## src/rtl/rdma_rc_sq_segmenter.sv

```systemverilog
// RC send-queue segmenter: splits one SEND work request into MTU-sized packet
// headers (FIRST/MIDDLE/LAST/ONLY) while the QP is in RTS, aborting cleanly if it leaves.
module rdma_rc_sq_segmenter #(
    parameter int QPN_WIDTH = 16,
    parameter int LEN_WIDTH = 32,
    parameter int PSN_WIDTH = 24,
    parameter int MTU_LOG2  = 10
) (
    input  logic                 clk,
    input  logic                 rst,
    input  logic [2:0]           qp_state,
    input  logic                 qp_ready,
    input  logic [QPN_WIDTH-1:0] remote_qpn,
    input  logic [PSN_WIDTH-1:0] init_psn,
    input  logic                 wqe_valid,
    output logic                 wqe_ready,
    input  logic [LEN_WIDTH-1:0] wqe_len,
    output logic                 pkt_valid,
    input  logic                 pkt_ready,
    output logic [QPN_WIDTH-1:0] pkt_dqpn,
    output logic [PSN_WIDTH-1:0] pkt_psn,
    output logic [1:0]           pkt_opcode,
    output logic [MTU_LOG2:0]    pkt_len,
    output logic                 sq_busy,
    output logic                 abort_pulse
);

    localparam logic [2:0] QP_RTS = 3'b011;

    localparam logic [1:0] OP_ONLY   = 2'b00;
    localparam logic [1:0] OP_FIRST  = 2'b01;
    localparam logic [1:0] OP_MIDDLE = 2'b10;
    localparam logic [1:0] OP_LAST   = 2'b11;

    localparam logic [LEN_WIDTH-1:0] MTU_BYTES = LEN_WIDTH'(1) << MTU_LOG2;
    localparam logic [MTU_LOG2:0]    MTU_PKT   = {1'b1, {MTU_LOG2{1'b0}}};

    typedef enum logic {
        IDLE,
        SEG
    } seg_state_t;

    seg_state_t state, state_nxt;

    logic                 in_rts;
    logic                 rts_q;
    logic                 rts_entry;
    logic [PSN_WIDTH-1:0] next_psn;
    logic [QPN_WIDTH-1:0] dqpn;
    logic [LEN_WIDTH-1:0] remaining;
    logic                 first;
    logic                 is_tail;
    logic [MTU_LOG2:0]    seg_len;
    logic [1:0]           seg_opcode;
    logic                 in_seg;
    logic                 can_accept;
    logic                 accept;
    logic                 pkt_fire;
    logic                 abort;

    assign in_rts    = (qp_state == QP_RTS) && qp_ready;
    assign rts_entry = in_rts && !rts_q;
    assign is_tail   = remaining <= MTU_BYTES;
    assign seg_len   = is_tail ? remaining[MTU_LOG2:0] : MTU_PKT;
    assign in_seg    = (state == SEG);

    always_comb begin
        if (first) begin
            seg_opcode = is_tail ? OP_ONLY : OP_FIRST;
        end else begin
            seg_opcode = is_tail ? OP_LAST : OP_MIDDLE;
        end
    end

    // Header fields read as zero whenever no packet is being offered
    assign pkt_dqpn   = in_seg ? dqpn       : '0;
    assign pkt_psn    = in_seg ? next_psn   : '0;
    assign pkt_opcode = in_seg ? seg_opcode : 2'b00;
    assign pkt_len    = in_seg ? seg_len    : '0;

    always_ff @(posedge clk or posedge rst) begin
        if (rst) begin
            state <= IDLE;
        end else begin
            state <= state_nxt;
        end
    end

    always_comb begin
        state_nxt  = state;
        can_accept = 1'b0;
        accept     = 1'b0;
        pkt_valid  = 1'b0;
        sq_busy    = 1'b0;
        pkt_fire   = 1'b0;
        abort      = 1'b0;
        case (state)
            IDLE: begin
                can_accept = in_rts && rts_q;
                if (wqe_valid && can_accept) begin
                    accept    = 1'b1;
                    state_nxt = SEG;
                end
            end
            SEG: begin
                pkt_valid = 1'b1;
                sq_busy   = 1'b1;
                pkt_fire  = pkt_ready;
                // A tail packet handshaking as RTS drops is a normal exit, not an abort
                if (pkt_fire && is_tail) begin
                    state_nxt = IDLE;
                end else if (!in_rts) begin
                    state_nxt = IDLE;
                    abort     = 1'b1;
                end
            end
            default: state_nxt = IDLE;
        endcase
        wqe_ready = can_accept;
    end

    always_ff @(posedge clk or posedge rst) begin
        if (rst) begin
            rts_q       <= 1'b0;
            abort_pulse <= 1'b0;
            remaining   <= '0;
            first       <= 1'b0;
            next_psn    <= '0;
            dqpn        <= '0;
        end else begin
            rts_q       <= in_rts;
            abort_pulse <= abort;

            if (abort) begin
                remaining <= '0;
                first     <= 1'b0;
            end else if (accept) begin
                remaining <= wqe_len;
                first     <= 1'b1;
            end else if (pkt_fire) begin
                remaining <= remaining - LEN_WIDTH'(seg_len);
                first     <= 1'b0;
            end

            // PSN is never rewound on abort; only a fresh RTS entry reloads it
            if (rts_entry) begin
                next_psn <= init_psn;
                dqpn     <= remote_qpn;
            end else if (pkt_fire) begin
                next_psn <= next_psn + 1'b1;
            end
        end
    end

endmodule

```

## config.mk

```make
export PLATFORM = sky130hd
export DESIGN_NAME = rdma_rc_sq_segmenter
export DESIGN_NICKNAME = d
export VERILOG_FILES = /design/src/rtl/rdma_rc_sq_segmenter.sv
export SDC_FILE = /design/constraint.sdc
export NUM_CORES = 1
export LEC_CHECK = 0
export ABC_AREA = 1
export CORE_MARGIN = 3
export CORE_UTILIZATION = 40
export DETAILED_ROUTE_END_ITERATION = 10
export PLACE_DENSITY = 0.76
export SYNTH_ARGS = -nofsm -noshare
export SYNTH_HDL_FRONTEND = slang
export SYNTH_SLANG_ARGS = --single-unit
```

## constraint.sdc

```tcl
create_clock -name clk -period 3.05 [get_ports clk]
set_input_delay 0.61 -clock clk [delete_from_list [all_inputs] [get_ports clk]]
set_output_delay 0.61 -clock clk [all_outputs]
set_load 0.03 [all_outputs]
```

==> results of run 1 <==
[per-layer routing]
layer | part of all wire, % | up-vias | global-route usage, %
li1 | - | 2835 | -
met1 | 44 | 2603 | 29.25
met2 | 47 | 194 | 34.99
met3 | 7.0 | 20 | 4.056
met4 | 1.8 | 0 | 7.633
met5 | 0 | - | 0
[layout make-up]
class / instances / area, sq um / area share (%)
Clock buffer: 10 / 239.0 / 3.330
Clock inverter: 6 / 63.81 / 0.8891
Inverter: 131 / 494.2 / 6.886
Multi-Input combinational cell: 573 / 2788 / 38.84
Sequential cell: 76 / 1903 / 26.52
Tap cell: 172 / 215.2 / 2.999
Timing Repair Buffer: 147 / 1474 / 20.54
[state kept, by name, indices dropped and copies added, names as in the netlist]
signal / cells
abort_pulse: 1
dqpn: 16
first: 1
in_seg: 1
next_psn: 24
remaining: 32
rts_q: 1
[cells by family after synthesis]
group           share of synthesized area (%)
compound gates                          13.79
xor+xnor                                2.302
other cells                           0.07039
flops                                   35.70
buf+inv                                 12.17
fa+ha+maj                              0.4696
mux                                    0.3758
simple gates                            35.13
[timing repair]
action | in CTS | in global routing
setup endpoints to repair | 0 | 8
setup buffers | 0 | 0
resized for setup | 0 | 8
[critical path: cells and delay by family (launching register included)]
| family | cells | cell delay, ps |
|---|---|---|
| compound gates | 1 | 330 |
| buf+inv | 3 | 760 |
| simple gates | 3 | 390 |
| flops | 1 | 410 |
[final timing paths]
check,start,end
max,remaining[19]$_DFFE_PP0P_,pkt_len[10]
min,dqpn[4]$_DFFE_PP0P_,dqpn[4]$_DFFE_PP0P_
max reg2reg,remaining[19]$_DFFE_PP0P_,remaining[14]$_DFFE_PP0P_
min reg2reg,dqpn[4]$_DFFE_PP0P_,dqpn[4]$_DFFE_PP0P_
max in group asynchronous,rst,next_psn[1]$_DFFE_PP0P_
min in group asynchronous,rst,remaining[29]$_DFFE_PP0P_
[power breakdown]
part / internal [W] / switching [W]
sequential: 0.00118 / 0.000182
clock: 0.000655 / 0.000456
combinational: 0.000323 / 0.000415
total: 0.00216 / 0.00105
[layout by cell type, fill, tap and decap left out, drive strengths merged, types with 2 or more instances in the layout]
cell type	instances
nand2	258
inv	130
clkdlybuf4s50	124
nor2	92
dfrtp	76
o21ai	60
nand3	44
nor3	23
o211ai	18
buf	16
xor2	14
o22ai	13
nand4	12
clkbuf	10
a21oi	7
nor4	7
dlymetal6s2s	7
a31oi	6
clkinv	4
o221ai	3
mux2i	2
a211oi	2
o21bai	2
ha	2
clkinvlp	2
or2	2
[stage by stage]
stage | cells | hold slack [ps] | setup slack, ps | utilization (%)
floorplan | 811 | 441.7 | 400.7 | -
global placement | 1099 | 453.7 | 248.8 | 53.42
detailed placement | 1099 | 458.2 | 131.0 | 53.42
CTS | 1115 | 474.2 | 30.15 | 55.79
global route | 1115 | 490.9 | 23.68 | 55.96
finish | 1115 | 469.1 | 195.0 | 55.96
==> out/summary.txt, run 1 <==
Via density per instance - 5.069
Synth area leader - dfrtp_1
Worst VDD drop - 0.2417 mV
Gr usage total - 21.73%
Layout area overhead - 34.71%
Top_reg_cell synth - dfrtp_1
DP HPWL - 11180 um
Pre-antenna DRT Iters - 6
Antenna violations before repair - 0
Vias after detailed routing - 5652
Ys async rst share - 100.0%
RSZ-0062 raised after global routing - no
Port bufs - 136
GPL Wtd Cong - 0.9046
Slew @ Worst Pin - 618.7 ps
Share of the synthesized area in the top cell type - 35.70%
Endpoints failing hold - 0
Site row count - 41
Nets - 1020
WL per Instance - 13.96 um
Die area - 14740 sq um
Register bit total from synthesis - 76
Status - complete, no violations
IO Pins - 137
# setup viols final - 0
Horiz. Die Dim - 121.4 um
Synth area leaders - dfrtp_1 (36%), nand2_1 (18%), inv_1 (8.6%)
Synth top cells by count - nand2_1 (249), inv_1 (122), nor2_1 (87)
DRT iter0 DRCs - 403
Fmax achieved - 0.3503 GHz
Filler cell count - 1257
WS Path Type - reg2out
Crit-path max cell delay - 590 ps
Clock Root Buffer - clkbuf_16
Final WL - 15570 um
Hold buffers post-CTS - 0
Area of the mapped netlist - 5328 sq um
CP Data Required Time - 2440 ps
Number of flops mapped to enable cells by yosys - 0
CTS tree - built
Max-slew violation count - 0
Clock skew - 8.576 ps
Final cell area excluding filler cells - 7177 sq um
Largest net degree at the start of global routing - 60
H-tree levels - 3
Antenna-violating nets left - 0
Leakage - 3.742 nW
Clk sink count - 76
Net Count, Synth - 893
Reg clk slew, reported paths - 60 ps
Reg2reg path depth - 14
Core Footprint - 12820 sq um
Proportion of synthesized chip area in sequential cells - 35.70%
Vias in the first global route - 5319
Top-count cell post-synth - nand2_1
Grt ovf - 0
Hold path cells - 2
Period utilization - 93.61%
Max-Cap Viols - 0
Mapped Avg Cell Area - 6.569 sq um
CP endpoint kind - output pin
Yosys warns - 0
Remaining DRCs - 0
Slew headroom - 58.76%
Layout cell share with drive strength beyond 1 - 7.741%
Startpoint types - flop
Die height - 121.4 um
Fin Setup TNS - 0 ps
Clock Latency Late Sink - 350 ps
CP cell instances - inv_1 -> nand2_1 -> nor2_1 -> nand2_1 -> o31ai_2 -> inv_1 -> clkdlybuf4s50_1
Initial core utilization - 41.54%
CP Max Fanout - 4
R2R setup slack - 490 ps
Hold WC Path Type - reg2reg
Cells after Synth - 811
Tmin final - 2855 ps
TritonCTS Buffers - 9
Total power - 0.003209 W
Critical Path AT - 2250 ps
First-pass GRT wire length - 25970 um
Max Buffers Root-to-Sink - 2
Placed Area - 6852 sq um
Pwr/cell area - 447.1 nW/um^2
Slowest cell on the critical path - clkdlybuf4s50_1
Antenna cells - 0
Unique masters post-synth - 45
Power figures use the tool's default switching activity.
==> run 2, diff against run 1 <==
CORE_MARGIN = 4   (was 3)
CORE_UTILIZATION = 35   (was 40)
PLACE_DENSITY = 0.69   (was 0.76)
==> run 2 against run 1 <==
Via count down 1.2%. Sequential power is essentially flat. Critical path depth increased by 1. Maximum frequency shrank 1.7%. Global-route usage shrank 3.1 points. Wire length rose by 2.6%. Core utilization is 7.1 points lower. Non-clock buffer count unchanged. Final area grew 0.12%. Clock power about the same. Die area is 17% higher. Cell count rose by 1.1%. Critical endpoint is now pkt_len[8]. Largest cell class unchanged. Largest power group unchanged. Highest routed layer unchanged.
==> out/summary.txt, run 2 (synthesized netlist as in run 1, its figures left out) <==
CP endpoint kind - output pin
RR Startpoint - remaining[12]$_DFFE_PP0P_
Core Footprint - 14700 sq um
Remaining DRCs - 0
Period utilization - 95.27%
Layout cell share with drive strength beyond 1 - 7.847%
Clock skew - 5.226 ps
DP HPWL - 11630 um
CTS tree - built
RSZ-0062 raised after global routing - no
Vias in the first global route - 5441
Commonest cells after routing, fill and taps aside - nand2_1 (248), clkdlybuf4s50_1 (126), inv_1 (121), nor2_1 (86), dfrtp_1 (75)
Reg clk slew, reported paths - 60 ps
IO Pins - 137
Nets - 1020
Die area - 17260 sq um
Vias after detailed routing - 5585
Fin cells - 1127
Number of flip-flops in the largest register - 32
Clk sink count - 76
Antenna-violating nets left - 0
Hold WC Path Type - reg2reg
TritonCTS Buffers - 9
Worst VDD drop - 0.3347 mV
WS Path Type - reg2out
Max-Cap Viols - 0
Max-slew violation count - 0
Tmin final - 2906 ps
Leakage - 3.674 nW
Pwr/cell area - 446.9 nW/um^2
Via density per instance - 4.956
Layout area overhead - 34.88%
Largest net degree at the start of global routing - 60
Status - complete, no violations
Initial core utilization - 36.24%
Biggest register - remaining
H-tree levels - 3
Hold Slack - 473.1 ps
CP Data Required Time - 2440 ps
Antenna cells - 0
# setup viols final - 0
Fin util - 48.88%
Critical Path AT - 2300 ps
Beginning of the critical path - remaining[12]$_DFFE_PP0P_
Fmax achieved - 0.3441 GHz
CP Max Fanout - 12
Startpoint types - flop
Top flop regs - remaining: 32 flops, next_psn: 24 flops, dqpn: 16 flops
Die height - 131.4 um
Gr usage total - 18.68%
DRT iter0 DRCs - 337
GPL Wtd Cong - 0.9316
First-pass GRT wire length - 26890 um
Placed Cells - 1111
Site row count - 44
Clock Latency Late Sink - 350 ps
Horiz. Die Dim - 131.4 um
WL per Instance - 14.17 um
Most common cell after layout, fill and taps aside - nand2_1
Port bufs - 136
Setup Buffers After CTS - 0
Clock Root Buffer - clkbuf_16
Endpoints failing hold - 0
Pre-antenna DRT Iters - 5
Antenna violations before repair - 0
Final WL - 15970 um
Fin Setup TNS - 0 ps
Worst Hold Launch - dqpn[3]$_DFFE_PP0P_
Grt ovf - 0
Max Buffers Root-to-Sink - 2
==> run 2: changes by cell type in the layout (fill, tap and decap cells not counted), sizes merged <==
cell,change
buf,+2
clkdlybuf4s50,+2
clkinv,+1
dlymetal6s2s,-4
inv,-1
==> run 2: path summary, 6_finish.rpt <==
| check | endpoint | slack [ps] | depth (start not counted) |
|---|---|---|---|
| setup / recovery | pkt_len[8] | 140 | 8 |
| min in group asynchronous | dqpn[6]$_DFFE_PP0P_ | 550 | 2 |
| hold / removal | dqpn[3]$_DFFE_PP0P_ | 470 | 2 |
| setup reg to reg | remaining[8]$_DFFE_PP0P_ | 460 | 15 |
| max in group asynchronous | remaining[19]$_DFFE_PP0P_ | 1860 | 3 |
| hold reg to reg | dqpn[3]$_DFFE_PP0P_ | 470 | 2 |
==> run 2: power by group <==
group | leakage (nW) | switching, W | internal [W]
sequential | 0.905 | 0.000183 | 0.00118
combinational | 2.62 | 0.000416 | 0.000322
clock | 0.144 | 0.000457 | 0.000655
total | 3.67 | 0.00106 | 0.00216
==> run 2: worst max-delay path, cell delays in order, from the launching register on <==
cell	delay (ps)
dfrtp_1	430
nor2_2	190
nand2_2	130
inv_2	100
nand3_1	80
nand2_1	120
nand2_4	110
nor2_1	110
clkdlybuf4s50_1	680
==> run 2: timing repair <==
item / in CTS / in global routing
endpoints found under the setup margin: 0 / 3
hold buffers: 0 / 0
resized for setup: 0 / 3
==> run 2: routing by layer <==
layer | GRT usage [%] | wire length [um] | up-vias
li1 | - | - | 2822
met1 | 24.97 | 7190 | 2542
met2 | 30.21 | 7472 | 204
met3 | 4.281 | 1055 | 17
met4 | 5.893 | 251 | 0
met5 | 0 | 0 | -
==> run 2: area by class of cell <==
cell class	count	area, sq um
tap	184	230.2
clock buffer	10	239.0
timing repair buffer	147	1471
inverter	131	495.5
sequential	76	1903
multi-input combinational	573	2783
fill	1477	7513
clock inverter	6	63.81
==> run 2: stage by stage <==
| step | power (W) | setup slack [ps] | cell area (sq um) |
|---|---|---|---|
| after floorplan | 0.001836 | 400.7 | 5328 |
| after global placement | 0.002098 | 404.5 | 6875 |
| after detailed placement | 0.002111 | 361.2 | 6875 |
| after CTS | 0.003237 | 73.23 | 7178 |
| after global routing | 0.003414 | 4.048 | 7186 |
| final | 0.003211 | 144.2 | 7186 |
==> patch, RTL diff (settings of run 2) <==
Change the parameter `MTU_LOG2` from 10 to 8.
--- a/src/rtl/rdma_rc_sq_segmenter.sv
+++ b/src/rtl/rdma_rc_sq_segmenter.sv
@@ -4,7 +4,7 @@
     parameter int QPN_WIDTH = 16,
     parameter int LEN_WIDTH = 32,
     parameter int PSN_WIDTH = 24,
-    parameter int MTU_LOG2  = 10
+    parameter int MTU_LOG2  = 8
 ) (
     input  logic                 clk,
     input  logic                 rst,
Ports: changed (resized pkt_len); port bits go from 137 to 135. No check against the original RTL was run, so the function may have changed too.
==> patch against run 2 <==
- cell area grew 2.2%
- critical path type is now primary input to output port
- sequential cell count is the same
- area after synthesis grew 3.6%
- worst hold slack lost 0.0026 ns
- first-iteration DRC count grew 5.3%
- via count shrank 0.39%
- wire length grew 3.3%
- critical endpoint is now wqe_ready
- worst setup slack lost 0.030 ns
- largest cell class unchanged
- synthesized cell count shrank 0.12%
- power grew 0.37%
==> patch: results (changes against run 2) <==
Outcome
  – Status: finished, final reports clean

Pwr
  – Leak: 3.65 nW (-0.67%)
  – Comb pwr share: 24.5% (+1.5 points)
  – Sequential power share: 43.1% (+0.7 points)
  – Design Power: 0.00322 W (+0.37%)
  – VDD IR-drop max: 0.318 mV (-4.8%)
  – Power Density: 439 nW/um^2 (-1.8%)
  – Int Pwr: 0.00216 W (+0.16%)

Place
  – Gp weighted congestion: 0.876 (-5.9%)
  – Placed Area: 7060 sq um (+2.7%)
  – Worst slack, placed: 0.0982 ns (-0.263 ns)
  – DP Wirelength: 12.0 mm (+2.9%)
  – Port Buffer Count: 134 (-1.5%)
  – Placed Cells: 1,132 (+1.9%)

CTS
  – CTS resizes: 5 (+5)
  – Post-CTS setup buffer count: 0 (unchanged)

GRT
  – Initial antenna violation count: 0 (unchanged)
  – Met3 Resource Use GR: 4.68% (+0.40 points)
  – Number of global-route vias before repair: 5,570 (+2.4%)
  – Largest net degree at the start of global routing: 56 (-6.7%)
  – Overall routing resource usage: 18.9% (+0.17 points)
  – First-pass GRT wire length: 27.4 mm (+2.0%)
  – Grt met2 use: 32.6% (+2.4 points)
  – Met1 Usage GRT: 23.7% (-1.3 points)

Finish
  – Layout fillers: 1,590 (+7.7%)
  – Layout cells sized above 1: 10.1% (+2.3 points)
  – Fin nets: 1,014 (-0.59%)
  – Fin cells: 1,148 (+1.9%)

Drt
  – DR WL met3: 936 um (-11%)
  – DRT iter0 DRCs: 355 (+5.3%)
  – WL/cell: 14.4 um (+1.4%)
  – Met2 WL post-DR: 8.04 mm (+7.6%)
  – DRT met1 WL: 7.31 mm (+1.6%)

Logic synthesis
  – Seq/Total Area, Yosys: 34.5% (-1.2 points)
  – Top cells by area, synth: dfrtp_1, nand2_1, inv_1
  – Top cells by count, synth: nand2_1, inv_1, nor2_1
  – Synth unique cells: 48 (+6.7%)
  – Net Count, Synth: 892 (-0.11%)

Setup path
  – Arrival @ worst endpoint: 2.33 ns (+0.03 ns)
  – CP max stage delay: 0.70 ns (+0.02 ns)
  – R2r endpoint: remaining[16]$_DFFE_PP0P_
  – Critical path fanouts, max: 3 (-9)
  – R2R Path Start: remaining[24]$_DFFE_PP0P_
  – Worst setup path startpoint: qp_ready
  – Setup crit end: wqe_ready

Timing
  – Max Clock Skew: 0.00465 ns (-0.000577 ns)
  – Hold Slack: 0.470 ns (-0.00257 ns)
  – Fin crit share: 96.2% (+0.97 points)

Hold path
  – Hold EP: dqpn[13]$_DFFE_PP0P_
  – Worst hold start: dqpn[13]$_DFFE_PP0P_
patch: cell count changes after synthesis, sizes merged, moves of 4 or more:
cell and delta:
nor2 +6, inv -4, a21oi +4, nand2 -27
buf -5, o211ai -12, nand4 +4, o21ai +10
nor3 -5, nand3 +6, clkbuf +9
patch: area by class of cell:
class                      instances  share of cell area, %
sequential                        76                   25.9
multi-input combinational        569                   40.1
timing repair buffer             146                   19.9
tap                              211                   3.60
clock inverter                     1                 0.0682
clock buffer                      15                   3.78
inverter                         130                   6.68
patch: logic make-up (layout without fill, tap and decap cells):
kind of cell | after synthesis | count (layout) | synth area share [%]
adders and majority gates | 2 | 2 | 0.453
DFF | 76 | 76 | 34.5
AOI/OAI and AO/OA | 121 | 121 | 14.5
buffers and inverters | 165 | 292 | 12.4
and+or+nand+nor | 426 | 426 | 35.1
other | 1 | 1 | 0.0679
xor gates and xnor gates | 19 | 19 | 3.01
